$ cat src/rtl/imem_ctrl.sv
// imem_ctrl: shares one instruction SRAM between fetch and data-side reads,
// buffering fetch lines in a credit-protected, flushable response queue.
module imem_ctrl #(
  parameter int XLEN      = 32,
  parameter int IFETCHW   = 128,
  parameter int MEM_AW    = 12,
  parameter int RDQ_DEPTH = 4
) (
  input  logic               clk,
  input  logic               arst_n,
  input  logic               im_addr_val,
  output logic               im_addr_rdy,
  input  logic [XLEN-1:0]    im_addr,
  input  logic               im_flush_val,
  output logic               im_rdata_val,
  input  logic               im_rdata_rdy,
  output logic [IFETCHW-1:0] im_rdata,
  input  logic               dm_req_val,
  output logic               dm_req_rdy,
  input  logic [XLEN-1:0]    dm_addr,
  output logic               dm_rsp_val,
  output logic [IFETCHW-1:0] dm_rsp_rdata,
  output logic               mem_en,
  output logic [MEM_AW-1:0]  mem_addr,
  input  logic [IFETCHW-1:0] mem_rdata
);
  localparam int QAW = $clog2(RDQ_DEPTH);
  localparam int CW = QAW + 1;
  localparam logic [CW-1:0] DEPTH = CW'(RDQ_DEPTH);

  typedef enum logic [1:0] {SRC_NONE, SRC_IF, SRC_DM} src_e;

  src_e               src_q, src_d;
  logic               last_dm_q, last_dm_d;
  logic [CW-1:0]      q_cnt_q, q_cnt_d;
  logic [QAW-1:0]     rd_ptr_q, rd_ptr_d, wr_ptr_q, wr_ptr_d;
  logic [IFETCHW-1:0] q_mem [RDQ_DEPTH];
  logic               if_inflight, if_ok, gnt_if, gnt_dm, push, pop;
  logic               unused_addr;

  // A read issued last cycle still owns a queue slot until it lands, so it
  // counts against credit; a same-cycle pop does not free one.
  assign if_inflight  = src_q == SRC_IF;
  assign if_ok        = im_flush_val | ((q_cnt_q + CW'(if_inflight)) < DEPTH);
  assign gnt_if       = im_addr_val & if_ok & (!dm_req_val | last_dm_q);
  assign gnt_dm       = dm_req_val & !gnt_if;
  assign im_addr_rdy  = gnt_if;
  assign dm_req_rdy   = gnt_dm;
  assign mem_en       = gnt_if | gnt_dm;
  assign mem_addr     = gnt_if ? im_addr[MEM_AW+3:4] : gnt_dm ? dm_addr[MEM_AW+3:4] : '0;
  assign dm_rsp_val   = src_q == SRC_DM;
  assign dm_rsp_rdata = mem_rdata;
  // Data landing during a flush belongs to the discarded stream.
  assign push         = if_inflight & !im_flush_val;
  assign im_rdata_val = (q_cnt_q != '0) & !im_flush_val;
  assign pop          = im_rdata_val & im_rdata_rdy;
  assign im_rdata     = q_mem[rd_ptr_q];
  assign unused_addr  = ^{im_addr[XLEN-1:MEM_AW+4], im_addr[3:0], dm_addr[XLEN-1:MEM_AW+4], dm_addr[3:0]};

  always_comb begin
    src_d     = gnt_if ? SRC_IF : gnt_dm ? SRC_DM : SRC_NONE;
    last_dm_d = gnt_dm | (last_dm_q & !gnt_if);
    rd_ptr_d  = im_flush_val ? '0 : rd_ptr_q + QAW'(pop);
    wr_ptr_d  = im_flush_val ? '0 : wr_ptr_q + QAW'(push);
    q_cnt_d   = im_flush_val ? '0 : q_cnt_q + CW'(push) - CW'(pop);
  end

  always_ff @(posedge clk or negedge arst_n) begin
    if (!arst_n) begin
      src_q     <= SRC_NONE;
      last_dm_q <= 1'b1;
      rd_ptr_q  <= '0;
      wr_ptr_q  <= '0;
      q_cnt_q   <= '0;
    end else begin
      src_q     <= src_d;
      last_dm_q <= last_dm_d;
      rd_ptr_q  <= rd_ptr_d;
      wr_ptr_q  <= wr_ptr_d;
      q_cnt_q   <= q_cnt_d;
    end
  end

  always_ff @(posedge clk) begin
    if (push) q_mem[wr_ptr_q] <= mem_rdata;
  end

  assert property (@(posedge clk) disable iff (!arst_n) !(push && q_cnt_q == DEPTH));
endmodule

$ cat config.mk
export PLATFORM = sky130hd
export DESIGN_NAME = imem_ctrl
export DESIGN_NICKNAME = d
export VERILOG_FILES = /design/src/rtl/imem_ctrl.sv
export SDC_FILE = /design/constraint.sdc
export NUM_CORES = 1
export LEC_CHECK = 0
export BUFFER_PORTS_ARGS = -buffer_cell sky130_fd_sc_hd__buf_2
export CAP_MARGIN = 20
export CORE_ASPECT_RATIO = 2
export CORE_MARGIN = 2
export CORE_UTILIZATION = 54
export DETAILED_ROUTE_END_ITERATION = 7
export HOLD_SLACK_MARGIN = 0.15
export PLACE_DENSITY = 0.88
export SLEW_MARGIN = 0
export SYNTH_ARGS = -nofsm -noshare
export SYNTH_HDL_FRONTEND = slang
export SYNTH_SLANG_ARGS = --single-unit
$ cat constraint.sdc
create_clock -name clk -period 15.9 [get_ports clk]
set_clock_uncertainty 0.2 [all_clocks]
set_input_delay 3.18 -clock clk [delete_from_list [all_inputs] [get_ports clk]]
set_output_delay 3.18 -clock clk [all_outputs]
set_load 0.02 [all_outputs]
# Word-level counts from Yosys, hierarchy flattened
# Memory sizes are Yosys's and may differ from the RTL's.
# Cells that the tools add are included.
# Widths: inputs -> output; s select.
[op_classes]
muxes = 9
order_cmp = 1
n_eq_ne = 2
n_reduce_logical = 4
n_bitwise = 11
n_addsub = 5
[ops]
columns = ["operator", "n"]
rows = [
  ["$mux 12", 2],
  ["$mux 2", 4],
  ["$and 1x1->1", 7],
  ["$add 3x1->3", 2],
  ["$add 2x1->2", 2],
  ["$or 1x1->1", 4],
  ["$logic_not 1->1", 3],
  ["$lt 3x3->1 const B", 1],
  ["$mux 3", 1],
  ["$reduce_bool 3->1", 1],
  ["$sub 3x1->3", 1],
  ["$eq 2x1->1 const B", 1],
  ["$eq 2x2->1 const B", 1],
  ["$mux 1", 2],
]
[word_totals]
memories = 1
ramBits = 512
register_bits = 10
out_inout_bits = 273
word_cells = 38
[memory_table]
columns = ["name", "depth", "width", "rd", "rd_ports_with_merged_regs", "write_ports", "line", "source"]
rows = [
  ["q_mem", 4, 128, 1, 0, 1, "37", "logic [IFETCHW-1:0] q_mem [RDQ_DEPTH];"],
]

# Depth between registers and ports, before layout
# Gate-level depths: netlist (run 1).
[logic_depth]
ltp_word = 10
mapped_depth = 11
ltp_nobuf = 11

# Least setup slack after synthesis (run 1)
# No wires, ideal clock.
[synth_path]
path_kind = "input -> register"
start = "input im_flush_val"
end = "memory q_mem[1][0] (enable)"
path_slack_ps = 1774
setup_time_ps = 798
path_stages = 3
path_buffers = 1
arrival_ps = 13128
path_cell_list = "buf_2 -> or3b_1 -> nor3b_1"
[synth_via]
elab_chain_len = 4
[synth_rtl]
columns = ["element", "line", "source"]
rows = [
  ["start: declaration", "14", "input logic im_flush_val,"],
  ["$logic_not 1->1", "54", "assign push = if_inflight & !im_flush_val;"],
  ["$and 1x1->1", "54", ""],
  ["$mux 1", "85", "if (push) q_mem[wr_ptr_q] <= mem_rdata;"],
  ["$mux 1 (implied by the code)", "85", ""],
  ["end: declaration", "37", ""],
]
# Every way passes these cells.

# Final worst setup path (run 1)
[layout_path]
start = "input im_flush_val"
end = "output mem_addr[3]"
[layout_via]
elab_chain_len = 7
[layout_rtl]
columns = ["element", "line", "source"]
rows = [
  ["$or 1x1->1 (*)", "44", "assign if_ok = im_flush_val | ((q_cnt_q + CW'(if_inflight)) < DEPTH);"],
  ["$and 1x1->1 (*) (2 in a row)", "45", "assign gnt_if = im_addr_val & if_ok & (!dm_req_val | last_dm_q);"],
  ["$logic_not 1->1", "46", "assign gnt_dm = dm_req_val & !gnt_if;"],
  ["$and 1x1->1", "46", ""],
  ["$mux 12", "50", "assign mem_addr = gnt_if ? im_addr[MEM_AW+3:4] : gnt_dm ? dm_addr[MEM_AW+3:4] : '0;"],
  ["$mux 12 (*)", "50", ""],
  ["end: declaration", "24", "output logic [MEM_AW-1:0] mem_addr,"],
]
# Mark *: on every way between the ends. The rest lies on a longest branch, timed or not.

==> results of run 1 <==
-- critical path: stages --
cell	delay, ns
buf_2	0.16
and2b_1	0.26
mux2i_4	0.11
a31oi_2	0.66
a22o_1	0.31
buf_2	0.20
-- routing by layer --
layer / vias to the layer above / share of wire / wire length, µm
met4: 0 / 0.057 / 2356
met3: 115 / 0.058 / 2403
met2: 461 / 0.55 / 22930
met5: - / 0 / 0
met1: 4901 / 0.33 / 13740
li1: 4102 / - / -
-- flip-flops by register name (all words and copies together) (netlist names) --
name       cells
q_mem        512
q_cnt_q        3
rd_ptr_q       2
src_q          2
wr_ptr_q       2
last_dm_q      1
-- area by class of cell --
class / instances / share of cell area
clock inverters: 22 / 0.008402
multi-input cells: 177 / 0.1425
repair buffers: 444 / 0.09888
clock buffers: 60 / 0.05176
inverters: 4 / 0.0006463
well taps: 454 / 0.02445
diodes: 4 / 0.0004308
flip-flops and latches: 522 / 0.6729
-- worst min-delay path by stage --
stage / startpoint / end / cells past startpoint
finish: last_dm_q / last_dm_q / 2
floorplan: last_dm_q / last_dm_q / 2
CTS: last_dm_q / last_dm_q / 2
global placement: last_dm_q / last_dm_q / 2
global route: last_dm_q / last_dm_q / 2
detailed placement: last_dm_q / last_dm_q / 2
-- kinds of logic after synthesis --
family                     Yosys count  synth area share
muxes                              129            0.1449
buffers and inverters              163           0.05654
and+or+nand+nor                     23          0.006491
DFF                                522            0.7794
xor gates and xnor gates             4          0.001748
adders and majority gates            5          0.003495
AOI/OAI and AO/OA                   16          0.007364
-- Yosys cell counts --
| cell | count | share of area |
|---|---|---|
| nor3_1 | 2 | 0.00050 |
| o211a_4 | 1 | 0.00087 |
| buf_4 | 130 | 0.049 |
| dfrtp_1 | 9 | 0.011 |
| clkbuf_1 | 12 | 0.0022 |
| inv_1 | 2 | 0.00037 |
| a22o_1 | 12 | 0.0052 |
| nor2b_1 | 4 | 0.0012 |
| nand4b_2 | 1 | 0.00075 |
| nor3b_1 | 1 | 0.00037 |
| and3_1 | 1 | 0.00031 |
| edfxtp_1 | 512 | 0.77 |
| xnor2_1 | 3 | 0.0013 |
| ha_1 | 4 | 0.0025 |
| inv_2 | 1 | 0.00019 |
| clkinv_1 | 1 | 0.00019 |
| and2_1 | 1 | 0.00031 |
| nand2_1 | 3 | 0.00056 |
| xor2_1 | 1 | 0.00044 |
| buf_2 | 15 | 0.0037 |
| mux4_2 | 128 | 0.14 |
| mux2i_4 | 1 | 0.0011 |
| fa_1 | 1 | 0.0010 |
| a31oi_1 | 2 | 0.00062 |
| and2b_1 | 1 | 0.00037 |
| a31oi_2 | 1 | 0.00062 |
| buf_6 | 2 | 0.0011 |
| nor2_1 | 7 | 0.0013 |
| dfstp_2 | 1 | 0.0013 |
| or3b_1 | 1 | 0.00044 |
| nor2_2 | 1 | 0.00031 |
-- power by group through the flow --
| stage | registers (mW) | logic, mW | clock network [mW] |
|---|---|---|---|
| after floorplan | 1.60 | 0.334 | 0 |
| after global placement | 1.61 | 0.448 | 0 |
| after detailed placement | 1.61 | 0.458 | 0 |
| after CTS | 1.58 | 0.460 | 1.07 |
| after global routing | 1.57 | 0.497 | 1.11 |
| final | 1.57 | 0.468 | 1.04 |
-- per-stage QoR --
step | worst slack [ns] | total power, mW | hold slack, ns
floorplan | 1.774 | 1.933 | 0.2983
global placement | 7.730 | 2.057 | 0.3187
detailed placement | 7.671 | 2.070 | 0.3513
CTS | 7.658 | 3.108 | 0.3609
global route | 7.583 | 3.178 | 0.3847
finish | 7.620 | 3.077 | 0.3675
==> out/metrics.yaml, run 1 <==
design.core.area_um2: 36540
syn-num-nets: 1065
via_per_inst: 5.678
p_seq_frac: 0.510
fmax_mhz: 120.8
power.switching_mw: 0.7793
grt-ovfl-total: 0
synth_cells: 862
layout-drive-gt1-share: 0.5305
multi_input_area_um2: 3311
clk_pin_slew_ns: 0.06
grt_usage: 0.2111
cts.hold.buffers_added: 0
combPwrFrac: 0.152
fin_util: 0.6358
reg2reg_slack_ns: 12.51
dp_cells: 1599
die_w_um: 140.2
grt_util_met3: 0.03065
r2r-end: "q_mem[3][91]"
cp_data_arrival_time_ns: 4.90
die_area_um2: 38780
drc: 0
hold_viol_final: 0
rows: 99
peakVddDrop_uv: 105.6
critPathMaxFanout: 13
avgSynthCellArea_um2: 23.26
power_frac_clock: 0.337
cts_max_level: 2
gp_congestion: 0.9247
critPathRequiredTime_ns: 12.52
antenna_found_initial: 4
ys.warnings.count: 0
portBuffers: 430
p_int_mw: 2.298
p_leak_nw: 8.064
ys_ff_latch: 522
grt_pass1_wl_mm: 61.16
dpl-instance-area_um2: 21770
hp-class: "flip-flop to flip-flop"
worstSetupEndpoint: "mem_addr[3]"
post-cts-setup-buffer-count: 0
dpl.hpwl_mm: 26.42
reg2reg_depth: 4
setup-violations-final: 0
criticalPathCategory: "input pin to output port"
rsz0062_at_grt: "no"
die_height_um: 276.5
insertion_delay_ns: 0.56
start_util: 0.5486
startpoint: "im_flush_val"
fin_nets: 1397
r2r_start: "src_q[1]"
worstSetupStartpointType: "input pin"
tritoncts: "done"
drt_iter0_markers: 508
met1_usage: 0.2367
end_kind: "output port"
fin_area_um2: 23230
final_common_cell: "edfxtp_1"
synthesis.area_um2: 20050
fin_crit_ns: 8.280
fillers: 2332
switching_share: 0.2533
clock-sinks: 522
cts-root-buf: "clkbuf_16"
cts_buffers: 45
grt_pass1_vias: 10110
worst_pin_slew_ns: 1.035
outcome: "completed"
clock_path_buffers: 3
dr.pass1.iters: 5
max_cap_viol_count: 0
post_drt_wl_per_cell_um: 24.56
maxSlewHeadroom: 0.3097
ys_types: 31
use_met2: 0.3839
seqCellArea_um2: 15630
tns_ns: 0
drt-total-wl_mm: 41.43
finalNonFillerCells: 1687
finalMaxSlewViolations: 0
ioPinCount: 471
final_cell_mix: "edfxtp_1, buf_2, mux4_2"
routed-via-count: 9579
grt_busiest_layer: "met2"
power_density_nw_per_um2: 132.4
ys_seq_area_frac: 0.7794
antenna_left: 0
grt_start_max_net_pins: 74
cts.repair.resized: 0
area_growth_pct: 15.88
finalCritPeriodShare: 0.5208
(Power assumes the default switching activity.)
==> run 2, diff against run 1 <==
--- a/config.mk
+++ b/config.mk
@@ -5,6 +5,7 @@
 export SDC_FILE = /design/constraint.sdc
 export NUM_CORES = 1
 export LEC_CHECK = 0
+export ABC_AREA = 1
 export BUFFER_PORTS_ARGS = -buffer_cell sky130_fd_sc_hd__buf_2
 export CAP_MARGIN = 20
 export CORE_ASPECT_RATIO = 2
==> constraint.sdc (replaced) <==
create_clock -name clk -period 7.7 [get_ports clk]
set_clock_uncertainty 0.2 [all_clocks]
set_input_delay 1.54 -clock clk [delete_from_list [all_inputs] [get_ports clk]]
set_output_delay 1.54 -clock clk [all_outputs]
set_load 0.02 [all_outputs]
==> run 2 against run 1 <==
  * Worst hold slack lost 0.078 ns
  * Power grew 110%
  * Worst setup slack lost 5.2 ns
  * Largest power group unchanged
==> out/metrics.yaml, run 2 <==
worstSetupStartpointType: "flip-flop"
ys_ff_latch: 522  # unchanged
combPwrFrac: 0.182  # +0.030
area_growth_pct: 13.81
clock-sinks: 522  # unchanged
hold_viol_final: 0  # unchanged
antenna_left: 0  # unchanged
outcome: "completed"
drc: 0  # unchanged
end_kind: "output port"
synth_cells: 1472  # +71%
fillers: 2690  # +15%
die_w_um: 143.1  # +2.0%
crit_path_top_delay_cell: "dfrtp_4"
finalMaxSlewViolations: 0  # unchanged
drt-total-wl_mm: 44.84  # +8.2%
yosys_most_used_dff: "edfxtp_1"
critPathMaxFanout: 80  # +67
fin_nets: 1946  # +39%
tns_ns: 0  # unchanged
dr.pass1.iters: 5  # unchanged
antenna_found_initial: 3  # -1
met1_length_mm: 16.44  # +20%
synth.top_cell.area_share: 0.7359  # -0.03096
die_height_um: 282.2  # +2.1%
clk_pin_slew_ns: 0.06  # about the same
clock_path_buffers: 3  # unchanged
avgSynthCellArea_um2: 14.19  # -39%
fmax_mhz: 189.6
criticalPathCategory: "flip-flop to output port"
top_register: "q_mem"
die_area_um2: 40370  # +4.1%
cts_buffers: 42  # -6.7%
via_per_inst: 5.567  # -1.9%
dpl-instance-area_um2: 22420  # +3.0%
final_common_cell: "edfxtp_1"
layout-drive-gt1-share: 0.3260  # -0.2045
power_density_nw_per_um2: 273.7  # +110%
cp_data_arrival_time_ns: 3.54  # -1.36 ns
gp_congestion: 0.7629  # -17%
ioPinCount: 471  # unchanged
reg.largest.list: "q_mem: 512 flops, q_cnt_q: 3 flops"
yosysTopAreaCell: "edfxtp_1"
power.switching_mw: 1.848  # +140%
max_cap_viol_count: 0  # unchanged
dpl.hpwl_mm: 27.18  # +2.9%
design.core.area_um2: 38410  # +5.1%
crit_top_cell: "buf_4"
power_frac_clock: 0.321  # -0.016
tritoncts: "done"
worst_pin_slew_ns: 1.050  # +0.01479 ns
async_flop_share: 0.01916  # unchanged
p_leak_nw: 8.613  # +6.8%
post_drt_wl_per_cell_um: 19.51  # -21%
rsz0062_at_grt: "no"
synthesis.area_um2: 20890  # +4.2%
portBuffers: 430  # unchanged
start_util: 0.5438  # -0.004798
cts.hold.buffers_added: 0  # unchanged
drt_iter0_markers: 803  # +58%
peakVddDrop_uv: 274.6  # +160%
dp_cells: 2219  # +39%
wl_met3_mm: 4.233  # +76%
ys.warnings.count: 0  # unchanged
fin_crit_ns: 5.276
fin_area_um2: 23780  # +2.3%
met2_length_mm: 22.92  # about the same
synth_top_cells_by_count: "edfxtp_1, nor2_1, o21ai_0"
post-cts-setup-buffer-count: 0  # unchanged
maxSlewHeadroom: 0.2999  # -0.009861
finalCritPeriodShare: 0.6851
yosysMostFrequentCell: "edfxtp_1"
largest_reg_flops: 512  # unchanged
hp-class: "flip-flop to flip-flop"
final_cell_mix: "edfxtp_1, buf_2, nor2_1"
setup-violations-final: 0  # unchanged
grt-ovfl-total: 0  # unchanged
yosys-top-cells-area: "edfxtp_1, nor2_1, buf_4"
critPathRequiredTime_ns: 5.96  # -6.56 ns
grt_pass1_wl_mm: 65.51  # +7.1%
rows: 102  # +3.0%
grt_usage: 0.2119  # +0.0007855
switching_share: 0.2840  # +0.03070
cts.repair.resized: 0  # unchanged
synth_edf_count: 512  # unchanged
p_int_mw: 4.660  # +100%
hold_slack_ns: 0.2897  # -0.07779 ns
p_seq_frac: 0.497  # -0.013
cts_max_level: 2  # unchanged
top_layer: "met5"
grt_start_max_net_pins: 132  # +78%
ys_types: 32  # +3.2%
insertion_delay_ns: 0.54  # -0.02 ns
finalNonFillerCells: 2298  # +36%
grt_pass1_vias: 12110  # +20%
ys_seq_area_frac: 0.7480  # -0.03146
slowest_delay_ns: 0.75  # +0.09 ns
syn-num-nets: 1675  # +57%
crit_chain: "buf_4 > buf_4 > o21ai_0 > o22ai_1 > buf_2"
routed-via-count: 12790  # +34%
cts-root-buf: "clkbuf_16"
## run 2: cell count changes in the layout (fill, tap and decap cells not counted), sizes merged, moves of 128 or more
cell / delta
nor2: +258
o21ai: +258
mux4: -128
o22ai: +128
## run 2: worst paths after layout
kind / cells after the start / slack, ns / from / to
hold / removal: 2 / 0.29 / last_dm_q / last_dm_q
setup reg to reg: 4 / 4.87 / src_q[1] / q_mem[0][61]
hold reg to reg: 2 / 0.29 / last_dm_q / last_dm_q
setup / recovery: 5 / 2.42 / rd_ptr_q[0] / im_rdata[52]
max in group asynchronous: 1 / 6.40 / arst_n / last_dm_q
min in group asynchronous: 1 / 0.64 / arst_n / src_q[0]
## run 2: layout make-up
type / count / area, µm² / share of cell area
Sequential cell: 522 / 15630 / 0.6575
Inverter: 20 / 85.08 / 0.003578
Clock buffer: 48 / 1105 / 0.04647
Antenna cell: 2 / 5.005 / 0.0002105
Tap cell: 520 / 650.6 / 0.02736
Timing Repair Buffer: 444 / 2282 / 0.09598
Multi-Input combinational cell: 713 / 3772 / 0.1587
Clock inverter: 29 / 242.7 / 0.01021
## run 2: kinds of logic after synthesis
group           after synthesis  synth area share
simple gates                317           0.06289
buf+inv                     237           0.07241
flops                       522            0.7480
fa+ha+maj                     5          0.003354
compound gates              389            0.1125
xor+xnor                      2         0.0008386
## run 2: per-stage QoR
step | power [mW] | setup WS, ns | utilization
finish | 6.508 | 2.424 | 0.6190
global route | 6.754 | 2.236 | 0.6190
CTS | 6.552 | 2.428 | 0.6188
detailed placement | 4.487 | 3.007 | 0.5837
global placement | 4.456 | 3.021 | 0.5837
floorplan | 4.140 | -3.647 | -
## run 2: power by group through the flow
stage                     Combinational, mW  Sequential [mW]  Clock, mW
after floorplan                       0.846             3.29          0
after global placement                 1.16             3.30          0
after detailed placement               1.19             3.30          0
after CTS                              1.19             3.24       2.12
after global routing                   1.28             3.24       2.23
final                                  1.18             3.24       2.09
## run 2: worst max-delay path, delay by kind of cell (launching register included)
family	cells	cell delay [ns]
AO/OA/AOI/OAI	2	0.55
buffers and inverters	3	1.57
flip-flops	1	0.75
## run 2: metal layers
metal  up-vias  global-route usage
met5         -                   0
met4         2             0.07565
met3        78             0.05045
met2       671              0.3732
met1      6166              0.2529
li1       5877                   -
==> run 3, diff against run 2 <==
==> constraint.sdc (replaced) <==
create_clock -name clk -period 4.9 [get_ports clk]
set_clock_uncertainty 0.2 [all_clocks]
set_input_delay 0.98 -clock clk [delete_from_list [all_inputs] [get_ports clk]]
set_output_delay 0.98 -clock clk [all_outputs]
set_load 0.02 [all_outputs]
==> run 3 against run 2 <==
  * Routed wire length decreased by 1.6%
  * Power grew 56%
  * Combinational power grew 62%
  * Global-route usage decreased by 0.39 points
  * Non-clock buffer count grew 12
  * Highest routed layer is now met4
  * Largest cell class unchanged
  * Worst setup slack got worse by 1.3 ns
  * Sequential power increased by 56%
  * Sequential cell count is the same
  * Register-to-register slack worse by 2.4 ns
  * Critical path depth is the same
==> out/metrics.yaml, run 3 (same netlist as run 2, synthesis figures left out) <==
die_height_um: 282.2  # unchanged
power_density_nw_per_um2: 423.5  # +55%
fin_nets: 1959  # +0.67%
crit_chain: "inv_4 > buf_12 > o21ai_0 > o22ai_1 > buf_2"
clock-sinks: 522  # unchanged
portBuffers: 430  # unchanged
tritoncts: "done"
tns_ns: 0  # unchanged
die_area_um2: 40370  # unchanged
grt_usage: 0.2080  # -0.003917
layout-drive-gt1-share: 0.3274  # +0.001351
cts.hold.buffers_added: 1  # +1
finalCritPeriodShare: 0.7778
worst_pin_slew_ns: 0.9187  # -0.1315 ns
drc: 0  # unchanged
drt-total-wl_mm: 44.14  # -1.6%
crit_path_top_delay_cell: "dfrtp_4"
fin_crit_ns: 3.811
end_kind: "output port"
routed-via-count: 12860  # +0.54%
drt_iter0_markers: 843  # +5.0%
fin_area_um2: 23960  # +0.77%
cts_buffers: 43  # +2.4%
setup-violations-final: 0  # unchanged
final_cell_mix: "edfxtp_1, buf_2, nor2_1"
critPathTopFamily: "buffers and inverters"
clock_path_buffers: 3  # unchanged
gp_congestion: 0.7985  # +4.7%
antenna_left: 0  # unchanged
area_growth_pct: 14.69
finalPower_mw: 10.15  # +56%
hold_viol_final: 0  # unchanged
finalMaxSlewViolations: 0  # unchanged
slowest_delay_ns: 0.65  # -0.10 ns
cts.repair.resized: 0  # unchanged
fillers: 2678  # -0.45%
dpl.hpwl_mm: 26.53  # -2.4%
ioPinCount: 471  # unchanged
post_drt_wl_per_cell_um: 19.11  # -2.1%
cp_data_arrival_time_ns: 2.63  # -0.91 ns
peakVddDrop_uv: 436.5  # +59%
rsz0062_at_grt: "no"
hp-class: "flip-flop to flip-flop"
max_cap_viol_count: 0  # unchanged
final_common_cell: "edfxtp_1"
post-cts-setup-buffer-count: 0  # unchanged
largest_reg_flops: 512  # unchanged
cts-root-buf: "clkbuf_16"
die_w_um: 143.1  # unchanged
start_util: 0.5438  # unchanged
reg.largest.list: "q_mem: 512 flops, q_cnt_q: 3 flops"
antenna_found_initial: 2  # -1
insertion_delay_ns: 0.53  # about the same
design.core.area_um2: 38410  # unchanged
seqCellArea_um2: 15630  # unchanged
multi_input_area_um2: 3805  # +0.86%
critPathMaxFanout: 36  # -55%
dpl-instance-area_um2: 22650  # +1.0%
crit_buf_inv: 3  # unchanged
cts_max_level: 2  # unchanged
via_per_inst: 5.568  # about the same
criticalPathCategory: "flip-flop to output port"
rows: 102  # unchanged
fmax_mhz: 262.4
p_leak_nw: 8.721  # +1.2%
maxSlewHeadroom: 0.3856  # +0.08568
critPathRequiredTime_ns: 3.72  # -2.24 ns
hold_slack_ns: 0.3087  # +0.01902 ns
clk_pin_slew_ns: 0.07  # about the same
grt_pass1_vias: 11990  # -1.0%
dr.pass1.iters: 5  # unchanged
worstSetupStartpointType: "flip-flop"
grt_pass1_wl_mm: 64.49  # -1.5%
fin_util: 0.6237  # +0.004755
outcome: "completed"
grt-ovfl-total: 0  # unchanged
top_register: "q_mem"
grt_start_max_net_pins: 138  # +4.5%
[run 3: changes by cell type in the layout (fill, tap and decap cells not counted), moves of 2 or more]
cell	previous run	this run
buf_4	12	14
clkinvlp_4	10	2
clkbuf_1	4	7
nor3_2	4	0
nor3_4	0	4
clkinv_2	5	9
buf_12	2	11
clkinv_1	6	8
[run 3: cell type report]
type / count / area share
diodes: 3 / 0.0003133
clock buffers: 50 / 0.04601
clock inverters: 26 / 0.007833
inverters: 20 / 0.003551
multi-input cells: 713 / 0.1588
flip-flops and latches: 522 / 0.6525
well taps: 520 / 0.02716
repair buffers: 456 / 0.1038
[run 3: final timing paths]
kind,start,to,slack (ns),cells past startpoint
max,rd_ptr_q[1],im_rdata[0],1.09,5
min,last_dm_q,last_dm_q,0.31,2
max reg2reg,src_q[1],q_mem[3][122],2.46,4
min reg2reg,last_dm_q,last_dm_q,0.31,2
max in group asynchronous,arst_n,last_dm_q,3.59,2
min in group asynchronous,arst_n,q_cnt_q[0],0.65,2
[run 3: per-stage QoR]
step,worst slack [ns],std cells
2_1_floorplan,0.007470,1472
3_3_place_gp,1.481,2230
3_5_place_dp,1.456,2230
4_1_cts,1.103,2307
5_1_grt,1.003,2309
6_report,1.089,2310
[run 3: metal layers]
metal	up-vias	track usage	routed length (µm)
li1	5906	-	-
met2	704	0.3608	22500
met4	0	0.08454	1489
met1	6163	0.2514	15860
met3	90	0.04571	4291
met5	-	0	0
[run 3: tightest hold or removal path: stages (launching register included)]
cell	delay, ns
dfstp_2	0.37
nor2_1	0.08
nor2_1	0.05
[run 3: power breakdown]
part	internal [mW]	leakage (nW)	switching (mW)	total, mW
clock network	1.69	0.634	1.48	3.17
logic	0.576	3.34	1.34	1.91
registers	5.02	4.75	0.0451	5.07
